File: src/rtl/mips_mc_pkg.sv
// Shared encodings for the multi-cycle MIPS controller: opcodes, FSM states,
// ALU/mux select codes and the packed control-word payload.
package mips_mc_pkg;

  localparam int unsigned OP_W = 6;

  localparam logic [OP_W-1:0] OP_RTYPE = 6'b000000;
  localparam logic [OP_W-1:0] OP_J     = 6'b000010;
  localparam logic [OP_W-1:0] OP_JAL   = 6'b000011;
  localparam logic [OP_W-1:0] OP_BEQ   = 6'b000100;
  localparam logic [OP_W-1:0] OP_JR    = 6'b000110;
  localparam logic [OP_W-1:0] OP_ADDI  = 6'b001001;
  localparam logic [OP_W-1:0] OP_SLTI  = 6'b001010;
  localparam logic [OP_W-1:0] OP_LW    = 6'b100011;
  localparam logic [OP_W-1:0] OP_SW    = 6'b101011;

  localparam logic [1:0] ALU_ADD  = 2'b00;
  localparam logic [1:0] ALU_SUB  = 2'b01;
  localparam logic [1:0] ALU_FUNC = 2'b10;
  localparam logic [1:0] ALU_SLT  = 2'b11;

  localparam logic [1:0] SRCB_REG     = 2'b00;
  localparam logic [1:0] SRCB_FOUR    = 2'b01;
  localparam logic [1:0] SRCB_IMM     = 2'b10;
  localparam logic [1:0] SRCB_IMM_SH2 = 2'b11;

  localparam logic [1:0] PC_ALU    = 2'b00;
  localparam logic [1:0] PC_ALUOUT = 2'b01;
  localparam logic [1:0] PC_JUMP   = 2'b10;
  localparam logic [1:0] PC_RS     = 2'b11;

  typedef enum logic [3:0] {
    S_IF       = 4'd0,
    S_ID       = 4'd1,
    S_MEM_ADDR = 4'd2,
    S_MEM_RD   = 4'd3,
    S_WB_LW    = 4'd4,
    S_MEM_WR   = 4'd5,
    S_EX_R     = 4'd6,
    S_WB_R     = 4'd7,
    S_EX_I     = 4'd8,
    S_WB_I     = 4'd9,
    S_BR       = 4'd10,
    S_JMP      = 4'd11,
    S_JR       = 4'd12,
    S_JAL      = 4'd13
  } state_t;

  typedef struct packed {
    logic       pc_write;
    logic       pc_write_cond;
    logic       i_or_d;
    logic       ir_write;
    logic       mem_read;
    logic       mem_write;
    logic       mem_to_reg;
    logic       reg_dst;
    logic       reg_write;
    logic       alu_src_a;
    logic       r31;
    logic       instr_done;
    logic [1:0] alu_src_b;
    logic [1:0] alu_op;
    logic [1:0] pc_source;
  } ctrl_t;

  // State entered after ID; S_IF marks an unrecognised opcode.
  function automatic state_t id_next(input logic [OP_W-1:0] op);
    case (op)
      OP_LW, OP_SW:      return S_MEM_ADDR;
      OP_RTYPE:          return S_EX_R;
      OP_ADDI, OP_SLTI:  return S_EX_I;
      OP_BEQ:            return S_BR;
      OP_J:              return S_JMP;
      OP_JR:             return S_JR;
      OP_JAL:            return S_JAL;
      default:           return S_IF;
    endcase
  endfunction

endpackage

File: src/rtl/multi_cycle_controller.sv
// Moore control FSM for a multi-cycle MIPS datapath.
// Ports: clk, rst (async active-high); opcode (held IR opcode), zero (ALU flag,
// consumed by the datapath together with pc_write_cond), mem_ready (memory
// handshake, honoured only when MEM_WAIT_EN=1). Outputs: datapath strobes and
// mux selects, instr_done (retire pulse), illegal_op (sticky), state_dbg.
module multi_cycle_controller
  import mips_mc_pkg::*;
#(
  parameter int unsigned OPCODE_W    = 6,
  parameter int unsigned FUNC_W      = 6,
  parameter int unsigned MEM_WAIT_EN = 0
) (
  input  logic                clk,
  input  logic                rst,
  input  logic [OPCODE_W-1:0] opcode,
  input  logic                zero,
  input  logic                mem_ready,
  output logic                pc_write,
  output logic                pc_write_cond,
  output logic                i_or_d,
  output logic                ir_write,
  output logic                mem_read,
  output logic                mem_write,
  output logic                mem_to_reg,
  output logic                reg_dst,
  output logic                reg_write,
  output logic                alu_src_a,
  output logic                R31,
  output logic                instr_done,
  output logic                illegal_op,
  output logic [1:0]          alu_src_b,
  output logic [1:0]          alu_op,
  output logic [1:0]          pc_source,
  output logic [3:0]          state_dbg
);

  // FUNC_W belongs to the downstream ALU decoder; zero is gated in the datapath.
  localparam int unsigned unused_func_w = FUNC_W;
  logic unused_zero;
  assign unused_zero = zero;

  state_t          state, state_nxt;
  ctrl_t           ctrl, ctrl_out;
  logic            illegal_q, illegal_set;
  logic [OP_W-1:0] op6;
  state_t          id_tgt;
  logic            op_legal;
  logic            mem_done;

  // Opcode classification; wider opcode fields must carry zeros above bit 5.
  always_comb begin
    op6      = OP_W'(opcode);
    id_tgt   = id_next(op6);
    op_legal = (id_tgt != S_IF) && (OPCODE_W'(op6) == opcode);
  end

  assign mem_done = (MEM_WAIT_EN == 0) || mem_ready;

  // State register.
  always_ff @(posedge clk or posedge rst) begin
    if (rst) state <= S_IF;
    else     state <= state_nxt;
  end

  // Sticky illegal-opcode flag.
  always_ff @(posedge clk or posedge rst) begin
    if (rst)              illegal_q <= 1'b0;
    else if (illegal_set) illegal_q <= 1'b1;
  end

  // Next-state and control decode.
  always_comb begin
    state_nxt   = state;
    ctrl        = '0;
    illegal_set = 1'b0;
    case (state)
      S_IF: begin
        ctrl.mem_read  = 1'b1;
        ctrl.alu_src_b = SRCB_FOUR;
        ctrl.alu_op    = ALU_ADD;
        ctrl.pc_source = PC_ALU;
        // IR and PC commit only on the cycle the fetch completes.
        if (mem_done) begin
          ctrl.ir_write = 1'b1;
          ctrl.pc_write = 1'b1;
          state_nxt     = S_ID;
        end
      end
      S_ID: begin
        ctrl.alu_src_b = SRCB_IMM_SH2;
        ctrl.alu_op    = ALU_ADD;
        if (op_legal) begin
          state_nxt = id_tgt;
        end else begin
          // Unknown opcode retires as a NOP.
          illegal_set     = 1'b1;
          ctrl.instr_done = 1'b1;
          state_nxt       = S_IF;
        end
      end
      S_MEM_ADDR: begin
        ctrl.alu_src_a = 1'b1;
        ctrl.alu_src_b = SRCB_IMM;
        ctrl.alu_op    = ALU_ADD;
        state_nxt      = (op6 == OP_SW) ? S_MEM_WR : S_MEM_RD;
      end
      S_MEM_RD: begin
        ctrl.mem_read = 1'b1;
        ctrl.i_or_d   = 1'b1;
        if (mem_done) state_nxt = S_WB_LW;
      end
      S_WB_LW: begin
        ctrl.reg_write  = 1'b1;
        ctrl.mem_to_reg = 1'b1;
        ctrl.instr_done = 1'b1;
        state_nxt       = S_IF;
      end
      S_MEM_WR: begin
        ctrl.mem_write = 1'b1;
        ctrl.i_or_d    = 1'b1;
        if (mem_done) begin
          ctrl.instr_done = 1'b1;
          state_nxt       = S_IF;
        end
      end
      S_EX_R: begin
        ctrl.alu_src_a = 1'b1;
        ctrl.alu_src_b = SRCB_REG;
        ctrl.alu_op    = ALU_FUNC;
        state_nxt      = S_WB_R;
      end
      S_WB_R: begin
        ctrl.reg_write  = 1'b1;
        ctrl.reg_dst    = 1'b1;
        ctrl.instr_done = 1'b1;
        state_nxt       = S_IF;
      end
      S_EX_I: begin
        ctrl.alu_src_a = 1'b1;
        ctrl.alu_src_b = SRCB_IMM;
        ctrl.alu_op    = (op6 == OP_SLTI) ? ALU_SLT : ALU_ADD;
        state_nxt      = S_WB_I;
      end
      S_WB_I: begin
        ctrl.reg_write  = 1'b1;
        ctrl.instr_done = 1'b1;
        state_nxt       = S_IF;
      end
      S_BR: begin
        ctrl.alu_src_a     = 1'b1;
        ctrl.alu_src_b     = SRCB_REG;
        ctrl.alu_op        = ALU_SUB;
        ctrl.pc_write_cond = 1'b1;
        ctrl.pc_source     = PC_ALUOUT;
        ctrl.instr_done    = 1'b1;
        state_nxt          = S_IF;
      end
      S_JMP: begin
        ctrl.pc_write   = 1'b1;
        ctrl.pc_source  = PC_JUMP;
        ctrl.instr_done = 1'b1;
        state_nxt       = S_IF;
      end
      S_JR: begin
        ctrl.pc_write   = 1'b1;
        ctrl.pc_source  = PC_RS;
        ctrl.instr_done = 1'b1;
        state_nxt       = S_IF;
      end
      S_JAL: begin
        ctrl.pc_write   = 1'b1;
        ctrl.pc_source  = PC_JUMP;
        ctrl.reg_write  = 1'b1;
        ctrl.r31        = 1'b1;
        ctrl.instr_done = 1'b1;
        state_nxt       = S_IF;
      end
      default: state_nxt = S_IF;
    endcase
  end

  // Reset silences every strobe immediately, even mid-instruction.
  assign ctrl_out = rst ? '0 : ctrl;

  assign pc_write      = ctrl_out.pc_write;
  assign pc_write_cond = ctrl_out.pc_write_cond;
  assign i_or_d        = ctrl_out.i_or_d;
  assign ir_write      = ctrl_out.ir_write;
  assign mem_read      = ctrl_out.mem_read;
  assign mem_write     = ctrl_out.mem_write;
  assign mem_to_reg    = ctrl_out.mem_to_reg;
  assign reg_dst       = ctrl_out.reg_dst;
  assign reg_write     = ctrl_out.reg_write;
  assign alu_src_a     = ctrl_out.alu_src_a;
  assign R31           = ctrl_out.r31;
  assign instr_done    = ctrl_out.instr_done;
  assign alu_src_b     = ctrl_out.alu_src_b;
  assign alu_op        = ctrl_out.alu_op;
  assign pc_source     = ctrl_out.pc_source;
  assign illegal_op    = illegal_q;
  assign state_dbg     = state;

endmodule

File: config.mk
export PLATFORM = sky130hd
export DESIGN_NAME = multi_cycle_controller
export DESIGN_NICKNAME = d
export VERILOG_FILES = /design/src/rtl/mips_mc_pkg.sv /design/src/rtl/multi_cycle_controller.sv
export SDC_FILE = /design/constraint.sdc
export NUM_CORES = 1
export LEC_CHECK = 0
export ABC_AREA = 1
export CORE_UTILIZATION = 40
export CTS_BUF_LIST = sky130_fd_sc_hd__clkbuf_2
export CTS_CLUSTER_SIZE = 28
export DETAILED_ROUTE_END_ITERATION = 12
export PLACE_DENSITY = 0.9
export SETUP_SLACK_MARGIN = 0.3
export SLEW_MARGIN = 10
export SYNTH_ARGS = -nofsm -noshare
export SYNTH_HDL_FRONTEND = slang
export SYNTH_SLANG_ARGS = --single-unit
File: constraint.sdc
create_clock -name clk -period 2.42 [get_ports clk]
set_input_delay 0.484 -clock clk [delete_from_list [all_inputs] [get_ports clk]]
set_output_delay 0.484 -clock clk [all_outputs]
set_load 0.03 [all_outputs]
==> flow_metrics.env, run 1 <==
export IMPL_first_iter_violations=21
export IMPL_clockBufferDepth=2
export IMPL_min_path_type="reg2reg"
export IMPL_chipWidth_microns=42.0
export IMPL_synth_top_area_cell="dfrtp_1"
export IMPL_peakVddDrop_v=0.000389
export IMPL_cpPeakStageDelay_ps=260
export IMPL_hold_depth=2
export IMPL_hold_buffers=0
export IMPL_finalWorstSetupSlack_ps=327
export IMPL_yosysWarningCount=0
export IMPL_skew_ps=1.50
export IMPL_p_comb_share_pct=72.9
export IMPL_worstHoldStart="illegal_op"
export IMPL_syn_to_final_growth_pct=57.6
export IMPL_final_setup_viol_count=0
export IMPL_relSlewSlack_pct=79.5
export IMPL_cts_tree="built"
export IMPL_ff2ff_setup_slack_ps=1100
export IMPL_finalHoldViolCount=0
export IMPL_route_antenna_remaining_nets=0
export IMPL_cts_root_buf="clkbuf_2"
export IMPL_grt_ovfl_total=0
export IMPL_clk_pin_slew_ps=70
export IMPL_grt_pass1_wl_microns=3220
export IMPL_dr_pass1_iters=4
export IMPL_crit_type="in2out"
export IMPL_grt_max_degree=17
export IMPL_r2r_cells=6
export IMPL_cp_arrival_ps=1610
export IMPL_core_area_sq_um=1510
export IMPL_synth_area_top_cells="dfrtp_1 20%, nor2_1 19%, nand3_1 13%"
export IMPL_rsz0062_at_grt="no"
export IMPL_rows=14
export IMPL_r2r_start="state_dbg[3]"
export IMPL_die_h_microns=42.0
export IMPL_worst_path_max_delay_cell="clkdlybuf4s15_1"
export IMPL_fin_nets=173
export IMPL_htree_levels=1
export IMPL_startpoint_type="primary input"
export IMPL_startpoint="opcode[3]"
export IMPL_synth_seq_cells=5
export IMPL_synth_fp_nets=132
export IMPL_seqCellArea_sq_um=126
export IMPL_power_density_nw_per_um2=801
export IMPL_cts_made_buffers=3
export IMPL_power_switching_mw=0.443
export IMPL_hold_end="illegal_op"
export IMPL_drive_gt1_share_pct=37.7
export IMPL_ys_types=18
export IMPL_clock_power_share_pct=10.3
export IMPL_routed_wl_microns=1990
export IMPL_setup_tns_ps=0
export IMPL_critical_path_endpoint_type="primary output"
export IMPL_n_antenna_cell=0
export IMPL_finalWeightedCongestion=0.966
export IMPL_slew_violations=0
export IMPL_cp_max_fo=5
export IMPL_synth_area_sq_um=641
export IMPL_period_needed_ps=2090
export IMPL_pre_cts_slack_ps=35.1
export IMPL_critical_path_required_ps=1940
export IMPL_crit_chain="clkdlybuf4s15_1 -> nor2_1 -> nand3_1 -> nand2_1 -> nor2_1 -> nand3_2 -> a21oi_2 -> buf_6"
export IMPL_grt_usage_pct=23.2
export IMPL_fin_crit_sh_pct=86.5
export IMPL_routedWlPerCell_microns=11.2
export IMPL_p_leak_nw=0.567
export IMPL_clkSinkCount=5
export IMPL_clock_latency_ps=220
export IMPL_start_util_pct=42.5
export IMPL_route_detailed_drc=0
export IMPL_routed_via_density=5.10
export IMPL_switching_share_pct=54.8
export IMPL_grt_pass1_vias=807
export IMPL_r2r_end="state_dbg[0]"
export IMPL_multi_input_area_sq_um=459
export IMPL_netlist_instances=122
export IMPL_antenna_found_initial=0
export IMPL_seq_power_share_pct=16.8
export IMPL_crit_top_cell="nor2_1"
export IMPL_outcome="finished, final reports clean"
export IMPL_worst_slew_pin_slew_ps=307
export IMPL_num_vias=907
export IMPL_post_dp_hpwl_microns=1440
export IMPL_yosysSeqAreaShare_pct=19.5
export IMPL_p_int_mw=0.365
export IMPL_drv_cap=0
export IMPL_avgSynthCellArea_sq_um=5.25
export IMPL_die_area_sq_um=1770
export IMPL_synth_top_area_share_pct=19.5
export IMPL_portBuffers=30
export IMPL_fmax_mhz=478
export IMPL_num_io_pins=33
export IMPL_n_fill_cell=161
cell usage after synthesis:
library cell,number
nor2_1,33
nand2_1,19
inv_1,16
nand3_1,16
inv_2,8
a21oi_1,6
dfrtp_1,5
nor3_1,4
nand2_2,3
clkbuf_1,2
nor3b_1,2
o21ai_0,2
a31oi_1,1
nand2_4,1
nand3_2,1
nor2_2,1
o2111ai_1,1
or3_1,1
timing repair:
item | in CTS | in global routing
setup endpoints to repair | 5 | 5
resized for setup | 15 | 22
buffers inserted | 3 | 3
pin swaps | 4 | 7
flip-flops by register name (all words and copies together), names as in the netlist:
signal	cells
state_dbg	4
illegal_op	1
layout by cell type, fill, tap and decap left out, drive strengths merged:
cell / netlist / final
a31oi: 1 / 1
nor3: 4 / 4
nand3: 17 / 17
a21oi: 6 / 6
clkdlybuf4s15: 0 / 2
nand2: 23 / 23
nor3b: 2 / 2
dfrtp: 5 / 5
clkdlybuf4s50: 0 / 6
clkbuf: 2 / 10
or3: 1 / 1
inv: 24 / 24
o2111ai: 1 / 1
o21ai: 2 / 2
nor2: 34 / 34
buf: 0 / 24
logic make-up after synthesis:
logic type	share of synthesized area, %
compound gates	8.59
buf+inv	15.2
flops	19.5
simple gates	56.6
worst max-delay path: cells and delay by family:
family	cells	cell delay [ps]
simple gates	5	570
buf+inv	2	400
compound gates	1	150
worst max path at each step:
stage	slack (ps)	endpoint	cells after the start
after floorplan	390	instr_done	6
after global placement	90	instr_done	8
after detailed placement	40	instr_done	8
after CTS	220	alu_src_b[1]	8
after global routing	270	instr_done	9
final	330	instr_done	8
routing by layer:
metal	global-route usage (%)	share of wire (%)	routed length, microns	vias up
li1	-	-	-	467
met1	26.6	39	778	391
met2	42.8	52	1030	41
met3	1.29	5.6	112	8
met4	12.5	3.3	65	0
met5	0	0	0	-
final cells by class:
cell class,instances,share of cell area (%)
Clock buffer,4,1.98
Inverter,24,8.92
Multi-Input combinational cell,91,45.5
Sequential cell,5,12.5
Tap cell,16,1.98
Timing Repair Buffer,38,29.1
power groups by stage:
stage                     sequential (mW)  clock, mW  combinational [mW]
after CTS                           0.135     0.0814               0.551
after detailed placement            0.136          0               0.541
after global routing                0.140     0.0870               0.638
final                               0.136     0.0830               0.590
after global placement              0.135          0               0.535
after floorplan                     0.170          0               0.326
metrics by stage:
stage,power [mW],hold WS [ps],utilization [%],instance area (sq um),instances
6_report,0.809,476,67.0,1010,178
5_1_grt,0.865,519,67.0,1010,178
4_1_cts,0.767,477,65.0,978,175
3_5_place_dp,0.677,463,61.6,928,168
3_3_place_gp,0.670,451,61.6,928,168
2_1_floorplan,0.496,459,-,641,122
No activity file was read; power rests on OpenSTA's default activity.
==> run 2, diff against run 1 <==
Settings changed: PLACE_DENSITY 0.9 to 0.81.
==> flow_metrics.env, run 2 (synthesis results as in run 1) <==
export IMPL_die_h_microns=42.0
export IMPL_p_leak_nw=0.551
export IMPL_finalHoldViolCount=0
export IMPL_htree_levels=1
export IMPL_clock_latency_ps=210
export IMPL_die_area_sq_um=1770
export IMPL_final_area_sq_um=987
export IMPL_routedWlPerCell_microns=10.8
export IMPL_crit_type="reg2out"
export IMPL_skew_ps=3.37
export IMPL_fmax_mhz=486
export IMPL_peakVddDrop_v=0.000538
export IMPL_slew_violations=0
export IMPL_num_io_pins=33
export IMPL_portBuffers=30
export IMPL_num_vias=883
export IMPL_period_needed_ps=2060
export IMPL_finalWeightedCongestion=0.917
export IMPL_dr_pass1_iters=4
export IMPL_route_detailed_drc=0
export IMPL_grt_usage_pct=22.3
export IMPL_critical_path_endpoint_type="primary output"
export IMPL_core_area_sq_um=1510
export IMPL_fin_crit_sh_pct=85.0
export IMPL_grt_pass1_wl_microns=3140
export IMPL_largest_reg_flops=4
export IMPL_cp_max_fo=6
export IMPL_start_util_pct=42.5
export IMPL_setup_tns_ps=0
export IMPL_clockBufferDepth=2
export IMPL_cts_made_buffers=3
export IMPL_dp_cells=168
export IMPL_fin_nets=170
export IMPL_layout_cells_non_filler=175
export IMPL_cts_root_buf="clkbuf_2"
export IMPL_routed_wl_microns=1890
export IMPL_grt_max_degree=17
export IMPL_worst_slew_pin_slew_ps=304
export IMPL_chipWidth_microns=42.0
export IMPL_critical_path_required_ps=1940
export IMPL_drv_cap=0
export IMPL_drive_gt1_share_pct=39.0
export IMPL_placed_area_sq_um=928
export IMPL_first_iter_violations=21
export IMPL_fin_util_pct=65.5
export IMPL_final_setup_viol_count=0
export IMPL_final_cell_mix="28 x nor2_1, 20 x buf_4, 17 x nand2_1, 13 x inv_1, 13 x nand3_1"
export IMPL_syn_to_final_growth_pct=54.1
export IMPL_hold_buffers=0
export IMPL_grt_pass1_vias=791
export IMPL_startpoint_type="flop"
export IMPL_power_density_nw_per_um2=816
export IMPL_clkSinkCount=5
export IMPL_route_antenna_remaining_nets=0
export IMPL_n_antenna_cell=0
export IMPL_outcome="finished, final reports clean"
export IMPL_cp_arrival_ps=1570
export IMPL_antenna_found_initial=0
export IMPL_relSlewSlack_pct=79.7
export IMPL_clk_pin_slew_ps=60
export IMPL_min_path_type="reg2reg"
export IMPL_rows=14
export IMPL_rsz0062_at_grt="yes"
export IMPL_final_common_cell="nor2_1"
export IMPL_post_dp_hpwl_microns=1490
export IMPL_grt_ovfl_total=0
export IMPL_p_total_mw=0.806
export IMPL_cts_tree="built"
export IMPL_routed_via_density=5.05
run 2: cell types whose count changed in the layout (fill, tap and decap cells not counted):
| cell | change |
|---|---|
| nand3_2 | +1 |
| clkbuf_2 | +1 |
| clkdlybuf4s15_1 | -1 |
| nand3_1 | -1 |
| buf_4 | -3 |
| inv_1 | -2 |
| inv_2 | +2 |
run 2: repair_timing:
action | in CTS | in global routing
pin swaps | 4 | 7
setup buffers | 1 | 2
endpoints found under the setup margin | 5 | 5
resized for setup | 17 | 24
run 2: report_power, final:
part / leakage, nW / switching (mW) / internal (mW) / total, mW
combinational: 0.474 / 0.375 / 0.215 / 0.590
clock: 0.0166 / 0.0341 / 0.0438 / 0.0779
sequential: 0.0602 / 0.0345 / 0.104 / 0.138
total: 0.551 / 0.444 / 0.362 / 0.806
run 2: critical path, cell delays in order, from the launching register on:
cell and delay [ps]:
dfrtp_1 440, nor2_2 170, inv_2 70, nor2_1 190, inv_1 130, nand3_1 80
nand2_1 50, inv_1 50, clkbuf_2 190
run 2: final timing paths:
kind	startpoint	end	slack, ps	cells after the start
setup / recovery	state_dbg[3]	alu_src_b[1]	360	8
hold / removal	illegal_op	illegal_op	460	2
setup reg to reg	state_dbg[3]	illegal_op	1020	7
hold reg to reg	illegal_op	illegal_op	460	2
max in group asynchronous	rst	state_dbg[1]	1640	3
min in group asynchronous	rst	state_dbg[3]	660	3
run 2: routing by layer:
| metal | vias up | track usage [%] | wire [microns] |
|---|---|---|---|
| li1 | 458 | - | - |
| met1 | 397 | 26.1 | 807 |
| met2 | 26 | 41.6 | 1010 |
| met3 | 2 | 3.02 | 56 |
| met4 | 0 | 6.88 | 18 |
| met5 | - | 0 | 0 |
run 2: metrics by stage:
stage | hold WS (ps) | setup WS (ps)
floorplan | 459 | 388
global placement | 447 | 86.1
detailed placement | 452 | 15.6
CTS | 465 | 205
global route | 516 | 271
finish | 460 | 363
run 2: layout make-up:
class,count,area [sq um]
fillers,162,519
clock buffers,4,20.0
multi-input cells,91,464
flip-flops and latches,5,126
inverters,24,90.1
repair buffers,35,267
well taps,16,20.0
